## src/rtl/fifo_byte_packer.sv

```systemverilog
// fifo_byte_packer: packs upstream bytes little-endian into WIDTH-bit words for an async FIFO write side.
// Defining FIFO_BYTE_PACKER_WORD_COUNT_EN adds the 16-bit words_written_o write counter.
module fifo_byte_packer #(
  parameter int WIDTH = 32
) (
  input  logic             clk_w_i,
  input  logic             rst_i,
  input  logic [7:0]       s_data_i,
  input  logic             s_valid_i,
  input  logic             s_last_i,
  output logic             s_ready_o,
  input  logic             fifo_full_i,
  output logic [WIDTH-1:0] fifo_wdata_o,
  output logic             fifo_wenable_o,
  output logic             busy_o
`ifdef FIFO_BYTE_PACKER_WORD_COUNT_EN
  ,
  output logic [15:0]      words_written_o
`endif
);
  localparam int BYTES = WIDTH / 8;
  localparam int CW = (BYTES > 1) ? $clog2(BYTES) : 1;
  logic [WIDTH-1:0] acc, hold, merged;
  logic [CW-1:0] acc_cnt;
  logic hold_valid, accept, close;
  assign s_ready_o = !hold_valid || !fifo_full_i;
  assign fifo_wenable_o = hold_valid && !fifo_full_i;
  assign fifo_wdata_o = hold;
  assign busy_o = hold_valid || (acc_cnt != '0);
  assign accept = s_valid_i && s_ready_o;
  assign close = accept && (acc_cnt == CW'(BYTES - 1) || s_last_i);
  assign merged = acc | (WIDTH'(s_data_i) << {acc_cnt, 3'b000});
  always_ff @(posedge clk_w_i or negedge rst_i) begin
    if (!rst_i) begin
      acc <= '0;
      acc_cnt <= '0;
      hold <= '0;
      hold_valid <= 1'b0;
    end else begin
      if (accept) begin
        acc <= close ? '0 : merged;
        acc_cnt <= close ? '0 : acc_cnt + 1'b1;
      end
      if (close) begin
        hold <= merged;
        hold_valid <= 1'b1;
      end else if (fifo_wenable_o) begin
        hold_valid <= 1'b0;
      end
    end
  end
`ifdef FIFO_BYTE_PACKER_WORD_COUNT_EN
  always_ff @(posedge clk_w_i or negedge rst_i) begin
    if (!rst_i) words_written_o <= '0;
    else if (fifo_wenable_o) words_written_o <= words_written_o + 16'd1;
  end
`endif
endmodule

```

## config.mk

```make
export PLATFORM = sky130hd
export DESIGN_NAME = fifo_byte_packer
export DESIGN_NICKNAME = d
export VERILOG_FILES = /design/src/rtl/fifo_byte_packer.sv
export SDC_FILE = /design/constraint.sdc
export NUM_CORES = 1
export LEC_CHECK = 0
export ABC_CLOCK_PERIOD_IN_PS = 1500
export CAP_MARGIN = 20
export CORE_ASPECT_RATIO = 1.1
export CORE_UTILIZATION = 46
export DETAILED_ROUTE_END_ITERATION = 12
export PLACE_DENSITY = 0.74
export SLEW_MARGIN = 20
export SYNTH_ARGS = -nofsm -noshare
export SYNTH_HDL_FRONTEND = slang
export SYNTH_SLANG_ARGS = --single-unit
```

## constraint.sdc

```tcl
create_clock -name clk_w_i -period 1.5 [get_ports clk_w_i]
set_input_delay 0.3 -clock clk_w_i [delete_from_list [all_inputs] [get_ports clk_w_i]]
set_output_delay 0.3 -clock clk_w_i [all_outputs]
set_load 0.1 [all_outputs]
```

== Word level (Yosys, flattened, before mapping) ==
Index checks and enable logic that the tools add are counted.
Word-level totals
  bits in writable memories: 0
  register bits: 67
  memories: 0
  logic and storage cells: 22
  bits in latches: 0
  memory bits (read-only): 0
  input bits: 13
  output and inout port bits: 35
Operators by class
  muxes and demuxes: 4
  div/mod/pow operators: 0
  $lt $le $gt $ge: 0
  eq/ne operators: 1
  $add $sub $neg: 1
  $mul: 0
  bitwise gates (word level): 1
  reductions and logical operators: 10
  shifts and indexed selects: 1
Operator list (count)
  two-way mux 32 bit: 1
  OR 32 bit: 1
  left shift 8 x 5 -> 32 bit: 1
  nonzero test 2 bit: 2
  logical AND 1 bit: 3
  logical OR 1 bit: 3
  adder 2 x 1 -> 2 bit, second input constant: 1
  equality test 2 bit, second input constant: 1
  zero test 1 bit: 2
  two-way mux 1 bit: 2
  two-way mux 2 bit: 1

== Logic depth before layout (Yosys ltp) ==
  depth after elaboration: 5
  mapped depth: 5
  depth with buffers taken out: 4

== Least setup slack after synthesis ==
OpenSTA, ideal clock, no wires.
  kind: register -> output
  from: register hold_valid
  to: output fifo_wenable_o
  path buffers: 0
  required time: 1.200 ns
  stages on the path, launching flop included: 2
  path slack: -0.579 ns
  arrival: 1.779 ns
  path through: dfrtp_1 nor2b_1
On the way
  longest elaborated chain between the ends: 1
RTL lines
  start: declaration: RTL line 25  | logic hold_valid, accept, close;
  start signal: assignment: RTL line 38  | hold_valid <= 1'b0;
  start signal: assignment: RTL line 46  | hold_valid <= 1'b1;
  start signal: assignment: RTL line 48  | hold_valid <= 1'b0;
  logical AND 1 bit: RTL line 27  | assign fifo_wenable_o = hold_valid && !fifo_full_i;
  end: declaration: RTL line 14  | output logic fifo_wenable_o,
Every way passes these cells.

== Worst setup path in the final report ==
  from: register acc_cnt[0]
  to: output busy_o
On the way
  longest elaborated chain between the ends: 2
RTL lines
  start: declaration: RTL line 24  | logic [CW-1:0] acc_cnt;
  start signal: assignment: RTL line 42  | acc_cnt <= close ? '0 : acc_cnt + 1'b1;
  nonzero test 2 bit: RTL line 29  | assign busy_o = hold_valid || (acc_cnt != '0);
  logical OR 1 bit: RTL line 29
  end: declaration: RTL line 15  | output logic busy_o
Every way passes these cells.

==> impl_metrics.prom <==
# TYPE chip_impl_metric gauge
chip_impl_info{name="status",value="complete, but fails checks"} 1
chip_impl_info{name="failed_checks",value="setup timing"} 1
chip_impl_info{name="setup_repair_after_global_routing_missed_its_margin",value="yes"} 1
chip_impl_metric{name="clock_insertion_delay_worst_skew",unit="ps"} 350
chip_impl_metric{name="post-synth-top-area-fraction",unit="%"} 59.6
chip_impl_metric{name="worst-slew-pin-transition",unit="ps"} 581
chip_impl_metric{name="ctsHtreeMaxLevel",unit=""} 3
chip_impl_info{name="critPathLaunchType",value="register"} 1
chip_impl_metric{name="vias",unit=""} 2315
chip_impl_info{name="cp-end-kind",value="primary output"} 1
chip_impl_metric{name="timing.max_cap.violations",unit=""} 0
chip_impl_metric{name="cp_data_required_time",unit="ps"} 1200
chip_impl_metric{name="sequential_cell_area",unit="um2"} 1680
chip_impl_metric{name="fmaxAchievable",unit="MHz"} 624
chip_impl_metric{name="cp.arrival",unit="ps"} 1300
chip_impl_metric{name="multiInputGateArea",unit="um2"} 983
chip_impl_metric{name="leakage",unit="nW"} 1.78
chip_impl_metric{name="place.detailed.hpwl",unit="um"} 4490
chip_impl_metric{name="die_height",unit="um"} 84.1
chip_impl_metric{name="slew_headroom",unit="%"} 61.1
chip_impl_metric{name="synth_warnings",unit=""} 0
chip_impl_metric{name="slew_violations",unit=""} 0
chip_impl_info{name="min_path_type",value="in -> async"} 1
chip_impl_metric{name="detailed_place.area",unit="um2"} 3780
chip_impl_metric{name="timing.clock.skew",unit="ps"} 9.58
chip_impl_metric{name="finalHoldViolations",unit=""} 0
chip_impl_metric{name="synth.ff_latch_count",unit=""} 67
chip_impl_metric{name="synthesis.area",unit="um2"} 2820
chip_impl_info{name="timing.critical_path.from",value="acc_cnt[0]$_DFFE_PN0P_"} 1
chip_impl_info{name="worst_r2r_startpoint",value="acc_cnt[0]$_DFFE_PN0P_"} 1
chip_impl_metric{name="ir_worst_vdd",unit="uV"} 1060
chip_impl_metric{name="track_usage",unit="%"} 23.8
chip_impl_metric{name="worst_slack",unit="ps"} -103
chip_impl_metric{name="clock_sinks",unit=""} 67
chip_impl_metric{name="drc_errors",unit=""} 0
chip_impl_metric{name="die_width",unit="um"} 76.6
chip_impl_metric{name="fill_cells",unit=""} 415
chip_impl_metric{name="layout_min_cycle_time",unit="ps"} 1600
chip_impl_metric{name="period_share",unit="%"} 107
chip_impl_metric{name="wl_per_cell",unit="um"} 16.2
chip_impl_info{name="layout_common_cells",value="66 x dfrtp_1, 43 x buf_12, 34 x o21ai_0"} 1
chip_impl_metric{name="ctsLongestPathBuffers",unit=""} 2
chip_impl_metric{name="place.gp.congestion",unit=""} 0.802
chip_impl_metric{name="power_density",unit="nW/um2"} 2050
chip_impl_metric{name="portBuffers",unit=""} 47
chip_impl_metric{name="post-route-util",unit="%"} 69.4
chip_impl_info{name="yosys.area.top_type",value="dfrtp_1"} 1
chip_impl_metric{name="cp_max_fo",unit=""} 4
chip_impl_metric{name="nets",unit=""} 344
chip_impl_metric{name="synthCells",unit=""} 279
chip_impl_metric{name="seq_area_frac_synth",unit="%"} 59.6
chip_impl_metric{name="start_util",unit="%"} 48.2
chip_impl_metric{name="syn-mean-instance-area",unit="um2"} 10.1
chip_impl_info{name="worstPathCellList",value="buf_6 -> inv_4 -> ha_4 -> nand2b_4 -> buf_12"} 1
chip_impl_metric{name="grt_overflow_total",unit=""} 0
chip_impl_metric{name="synthDistinctLibCells",unit=""} 23
chip_impl_metric{name="count_of_endpoints_failing_setup_in_the_final_report",unit=""} 1
chip_impl_metric{name="final_design_area_no_fill",unit="um2"} 4050
chip_impl_info{name="cts_tree",value="done"} 1
chip_impl_info{name="cts.root.buffer_cell",value="clkbuf_8"} 1
chip_impl_metric{name="detailedRoute.firstIterationViolations",unit=""} 164
chip_impl_metric{name="cts_bufs_inserted",unit=""} 9
chip_impl_metric{name="drt.antenna.violating_nets",unit=""} 0
chip_impl_metric{name="cell_rows",unit=""} 29
chip_impl_metric{name="critical_path.max_stage_delay",unit="ps"} 400
chip_impl_metric{name="antennaDiodeCount",unit=""} 0
chip_impl_metric{name="routed_wirelength",unit="um"} 6640
chip_impl_metric{name="global_route_wire_length_before_repair",unit="um"} 11500
chip_impl_metric{name="route.detailed.vias_per_inst",unit=""} 5.65
chip_impl_info{name="path_class",value="reg -> out"} 1
chip_impl_metric{name="largest_net_degree_at_the_start_of_global_routing",unit=""} 33
chip_impl_info{name="layout.cells.most_common",value="dfrtp_1"} 1
chip_impl_metric{name="worst_setup_hold_path_clk_slew",unit="ps"} 70
chip_impl_info{name="cell_with_the_largest_stage_delay_on_the_worst_path",value="dfrtp_1"} 1
chip_impl_metric{name="die-area",unit="um2"} 6440
chip_impl_metric{name="drive_gt1_share",unit="%"} 24.9
chip_impl_metric{name="num_ports",unit=""} 48
chip_impl_metric{name="syn2layout_area_growth",unit="%"} 44.0
chip_impl_metric{name="grt_antenna_before_repair",unit=""} 0
chip_impl_metric{name="total_core_area",unit="um2"} 5840
chip_impl_metric{name="drt_pre_antenna_iters",unit=""} 4
chip_impl_metric{name="grt_pass1_vias",unit=""} 2326
chip_impl_metric{name="synth_fp_nets",unit=""} 294
chip_impl_info{name="yosys-top-cells-area",value="dfrtp_1 60%, a31oi_1 7.1%, o21ai_0 6.0%"} 1
## routing by layer
layer  track usage (%)  wire (um)  part of all wire, %
met1              29.2       2770                   42
met2              39.6       3410                   51
met3              6.89        323                  4.9
met4              8.92        139                  2.1
met5                 0          0                    0
## critical path: cells and delay by family, from the launching register on
kind / cells / cell delay [ps]
and+or+nand+nor: 1 / 60
buffers and inverters: 3 / 350
adders and majority gates: 1 / 140
DFF: 1 / 400
## through the flow
step                hold slack (ps)  total power (W)  TNS, ps  instances  worst slack [ps]
global route                    428          0.00868     -247        410              -148
CTS                             408          0.00835     -139        409              -109
global placement                232          0.00671    -5260        391             -98.2
detailed placement              232          0.00679    -8030        391              -168
floorplan                      4.41          0.00516    -62.8        279             -62.8
finish                          408          0.00833     -103        410              -103
## state kept, by name, summed over array words and instances, names as in the netlist
signal        count
acc              32
hold_valid        1
acc_cnt           2
fifo_wdata_o     32
## cell type report
cell class,instances,share of cell area (%)
Sequential cell,67,41.4
Timing Repair Buffer,69,26.9
Multi-Input combinational cell,180,24.3
Clock buffer,13,3.92
Tap cell,77,2.38
Clock inverter,2,0.864
Inverter,2,0.309
## what timing repair did
item	in CTS	in global routing
endpoints found under the hold margin	13	0
gates resized for setup	10	4
pin swaps	1	1
hold buffers	1	0
buffers inserted	2	1
endpoints found under the setup margin	19	35
## cell usage after synthesis, drive strengths merged
| cell type | n |
|---|---|
| a21boi | 1 |
| a31oi | 32 |
| nand2b | 1 |
| inv | 2 |
| nor2 | 35 |
| nor2b | 3 |
| o21ai | 67 |
| and2 | 1 |
| nand2 | 4 |
| dfrtp | 67 |
| nand3 | 1 |
| clkbuf | 5 |
| ha | 2 |
| a21bo | 1 |
| a21oi | 32 |
| buf | 25 |
## where the power goes
group	leakage, nW	switching (W)	internal (W)
Sequential	0.886	0.000368	0.00224
Combinational	0.797	0.00273	0.00150
Clock	0.0995	0.000644	0.000848
## cells by family (layout without fill, tap and decap cells)
| logic type | after synthesis | after routing | share of synthesized area, % |
|---|---|---|---|
| and+or+nand+nor | 45 | 45 | 6.93 |
| buffers and inverters | 32 | 86 | 6.76 |
| adders and majority gates | 2 | 2 | 0.889 |
| AOI/OAI and AO/OA | 133 | 133 | 25.9 |
| DFF | 67 | 67 | 59.6 |
## final timing paths
kind	to	slack (ps)	depth (start not counted)
setup reg to reg	fifo_wdata_o[27]$_DFFE_PN0P_	80	5
setup / recovery	busy_o	-100	5
hold / removal	fifo_wdata_o[2]$_DFFE_PN0P_	410	2
max in group asynchronous	hold_valid$_DFFE_PN0P_	620	3
hold reg to reg	acc[2]$_DFFE_PN0P_	490	2
min in group clk_w_i	acc[2]$_DFFE_PN0P_	490	2
Power figures use the tool's default switching activity.
==> variant 1 (config.mk and constraints unchanged) <==
Set the parameter `WIDTH` to 64 (it was 32).
--- a/src/rtl/fifo_byte_packer.sv
+++ b/src/rtl/fifo_byte_packer.sv
@@ -3,3 +3,3 @@
 module fifo_byte_packer #(
-  parameter int WIDTH = 32
+  parameter int WIDTH = 64
 ) (
Interface: changed (resized fifo_wdata_o); port bits go from 48 to 80. No check against the original RTL was run, so the function may have changed too.
==> variant 1 against the unedited design <==
- the run still ends with negative setup slack left
- power rose by 69%
- final cell count rose by 100%
- maximum frequency fell by 9.9%
- core utilization rose by 6.9 points
- sequential cell count rose by 65
- setup slack got worse by 0.18 ns
- wire length rose to 3.3 times the old value
- synthesized cell count rose by 99%
- worst hold slack got worse by 0.041 ns
- global-route usage rose by 4.1 points
- area after synthesis rose by 99%
- combinational power rose by 29%
- cell area rose by 120%
- critical endpoint is now acc[55]$_DFFE_PN0P_
- largest power group unchanged
==> variant 1: results (changes against the unedited design) <==
metric,value,unit,change
syn nets,571,,+94%
"Setup Fix Bufs, Post-CTS",9,,+7
most frequent cells after synthesis,"132 x dfrtp_1, 96 x a31oi_1, 80 x o21ai_0",,
CP arrival,2.12,ns,+0.82 ns
DP Area,7420,sq um,+96%
Total GRT Usage,27.8,%,+4.1 points
sequential fraction of the synthesis area,58.8,%,-0.73 points
PostCTS Resize Cnt,28,,+18
number of global-route vias before repair,5089,,+120%
Post-Layout Cell Count,830,,+100%
fill count,628,,+51%
GRT met1 Usage,34.0,%,+4.8 points
met3 wire length,2510,um,+680%
R2R cell count,8,,+3
worst setup margin,-0.279,ns,-0.176 ns
CP max FO,9,,+5
pin count of the biggest net entering global routing,69,,+110%
"Avg Cell Area, Syn",10.1,sq um,+0.27%
clk_lat worst skew,0.44,ns,+0.09 ns
met2 routed WL,10100,um,+200%
Synth Area in Adders,0.668,%,-0.22 points
Nets,683,,+99%
Final Skew,0.0110,ns,+0.00140 ns
failing checks,negative setup slack,,
met2 usage,42.9,%,+3.4 points
Finished Cell Area,8930,sq um,+120%
Yosys cell types,25,,+8.7%
share of cells above drive strength 1,38.5,%,+14 points
htree depth,4,,+1
status,finished with violations,,
dpl cells,766,,+96%
WL per Instance,26.7,um,+65%
Worst Tran Pin Value,0.459,ns,-0.122 ns
via/cell ratio,6.88,,+22%
Leak Pwr,0.00378,uW,+110%
Pre-Repair DR Iteration Count,7,,+3
complex-gate fraction of the synthesized area,25.6,%,-0.27 points
final setup vio count,134,,+133
Setup TNS,-22.27,ns,-22.16 ns
wl on met1,7500,um,+170%
dominant cells by area after synthesis,"dfrtp_1 59%, a31oi_1 11%, o21ai_0 7.1%",,
gp weighted congestion,0.838,,+4.5%
grt met3 use,9.19,%,+2.3 points
first-pass GRT wire length,26300,um,+130%
Iter 0 DRT Violations,529,,+220%
post-synthesis mux area share,0,%,unchanged
port buffer count,79,,+68%
Root Driver,clkbuf_16,,
CTS Buf Count,17,,+8
-- variant 1: changes by cell type after synthesis, moves of 8 or more --
cell / unedited run / this run
clkbuf_1: 2 / 24
a31oi_1: 32 / 96
dfrtp_1: 67 / 132
o21ai_1: 32 / 51
buf_4: 4 / 15
o21ai_0: 34 / 80
nor2b_1: 3 / 11
nor2_1: 32 / 65
-- variant 1: path summary, 6_finish.rpt --
| path | from | end | slack [ns] |
|---|---|---|---|
| worst min register to register | acc[61]$_DFFE_PN0P_ | acc[61]$_DFFE_PN0P_ | 0.50 |
| worst max register to register | acc_cnt[0]$_DFFE_PN0P_ | acc[55]$_DFFE_PN0P_ | -0.28 |
| worst max-delay path | acc_cnt[0]$_DFFE_PN0P_ | acc[55]$_DFFE_PN0P_ | -0.28 |
| max in group asynchronous | rst_i | acc[55]$_DFFE_PN0P_ | 0.55 |
| min in group clk_w_i | fifo_full_i | hold_valid$_DFFE_PN0P_ | 0.43 |
| worst min-delay path | rst_i | fifo_wdata_o[19]$_DFFE_PN0P_ | 0.37 |
-- variant 1: cell type report --
| class | instances | area share (%) |
|---|---|---|
| sequential | 132 | 37.0 |
| multi-input combinational | 362 | 27.3 |
| timing repair buffer | 152 | 27.0 |
| clock buffer | 21 | 5.27 |
| tap | 150 | 2.10 |
| clock inverter | 11 | 1.14 |
| inverter | 2 | 0.112 |
-- variant 1: worst max-delay path, cell delays in order, from the launching register on --
cell and delay (ns):
dfrtp_1 0.40, buf_6 0.14, ha_4 0.16, ha_4 0.18, nor2_4 0.16, buf_12 0.18
nor2_8 0.09, buf_6 0.17, nor2_1 0.20
-- variant 1: report_power, final --
group,switching (uW),internal [uW],leakage [uW]
clock,1680,2410,0.000272
sequential,463,4020,0.00179
combinational,3550,1910,0.00172
total,5690,8340,0.00378
==> variant 2 (same settings) <==
Made on the original files. Add a define of `FIFO_BYTE_PACKER_WORD_COUNT_EN`.
--- a/src/rtl/fifo_byte_packer.sv
+++ b/src/rtl/fifo_byte_packer.sv
@@ -2,2 +2,4 @@
 // Defining FIFO_BYTE_PACKER_WORD_COUNT_EN adds the 16-bit words_written_o write counter.
+`define FIFO_BYTE_PACKER_WORD_COUNT_EN
+
 module fifo_byte_packer #(
Function (old outputs only; new: words_written_o): kept (equiv_simple and equiv_induct, registers matched by name and starting in step).
==> variant 2 against the unedited design <==
- the run still ends with negative setup slack left
- sequential cell count grew 16
- core utilization up 4.0 points
- setup slack worse by 0.021 ns
- area after synthesis up 20%
- maximum frequency down 1.3%
- clock skew shrank 0.0050 ns
- cell area grew 28%
- wire length up 26%
- via count rose by 20%
- synthesized cell count rose by 18%
- first-iteration DRC count rose by 51%
- power rose by 25%
- largest cell class unchanged
==> variant 2: results (changes against the unedited design) <==
metric,value,unit,change
port buffer count,63,,+34%
worst setup margin,-0.124,ns,-0.0205 ns
clock network area share,3.92,%,-0.87 points
fill count,445,,+7.2%
failing checks,negative setup slack,,
Core Region,7050,sq um,+21%
pin count of the biggest net entering global routing,71,,+120%
most frequent cells after synthesis,"96 x a21oi_1, 83 x dfrtp_1, 69 x nor2_1",,
PostCTS Resize Cnt,9,,-1
status,finished with violations,,
comb_multi_in,225,,+25%
Final HPWL DP,5260,um,+17%
"Setup Fix Bufs, Post-CTS",5,,+3
sequential fraction of the synthesis area,61.5,%,+1.9 points
CP max FO,8,,+4
final setup vio count,35,,+34
met2 routed WL,4280,um,+26%
FF/Latch Area,2110,sq um,+26%
met3 wire length,458,um,+42%
dpl cells,472,,+21%
drt total wl,8340,um,+26%
Yosys cell types,30,,+30%
Iter 0 DRT Violations,247,,+51%
worst vdd ir,1.92,mV,+81%
Total GRT Usage,21.5,%,-2.2 points
variant 2: changes by cell type in the layout (fill, tap and decap cells not counted), sizes merged, moves of 3 or more:
cell    unedited run  this run
buf               57        76
a31oi             32         0
clkinv             1         4
xor2               0         7
nand3              1         4
a21oi             32        96
dfrtp             67        83
o21ai             67         2
nand2              4        10
nor3               0         7
nand4              0         4
nor2              35        73
xnor2              0         8
variant 2: cells by family after synthesis:
kind of cell,share of synthesized area (%)
AOI/OAI and AO/OA,15.0
xor gates and xnor gates,3.89
adders and majority gates,1.11
buffers and inverters,3.04
DFF,61.5
muxes,0.333
and+or+nand+nor,15.1
variant 2: report_power, final:
part           internal [uW]  switching (uW)  total, uW
sequential              2790             589       3380
clock                    815             833       1650
combinational           1910            3470       5380
total                   5510            4890      10400
variant 2: worst max-delay path, stage by stage, from the launching register on:
cell and delay [ns]:
dfrtp_1 0.42, buf_4 0.15, ha_1 0.21, nor2_4 0.14, nor2_4 0.08, buf_4 0.16, buf_8 0.13, nor2_1 0.13
a21oi_1 0.07
variant 2: layer usage:
metal	up-vias	global-route usage (%)
li1	1279	-
met1	1376	29.6
met2	107	34.1
met3	17	3.69
met4	0	8.62
met5	-	0
variant 2: path summary, 6_finish.rpt:
check | cells after the start | start | to
min | 2 | rst_i | words_written_o[15]$_DFFE_PN0P_
max | 8 | acc_cnt[1]$_DFFE_PN0P_ | fifo_wdata_o[23]$_DFFE_PN0P_
max reg2reg | 8 | acc_cnt[1]$_DFFE_PN0P_ | fifo_wdata_o[23]$_DFFE_PN0P_
min in group clk_w_i | 3 | fifo_full_i | hold_valid$_DFFE_PN0P_
max in group asynchronous | 3 | rst_i | words_written_o[5]$_DFFE_PN0P_
min reg2reg | 2 | acc[17]$_DFFE_PN0P_ | acc[17]$_DFFE_PN0P_
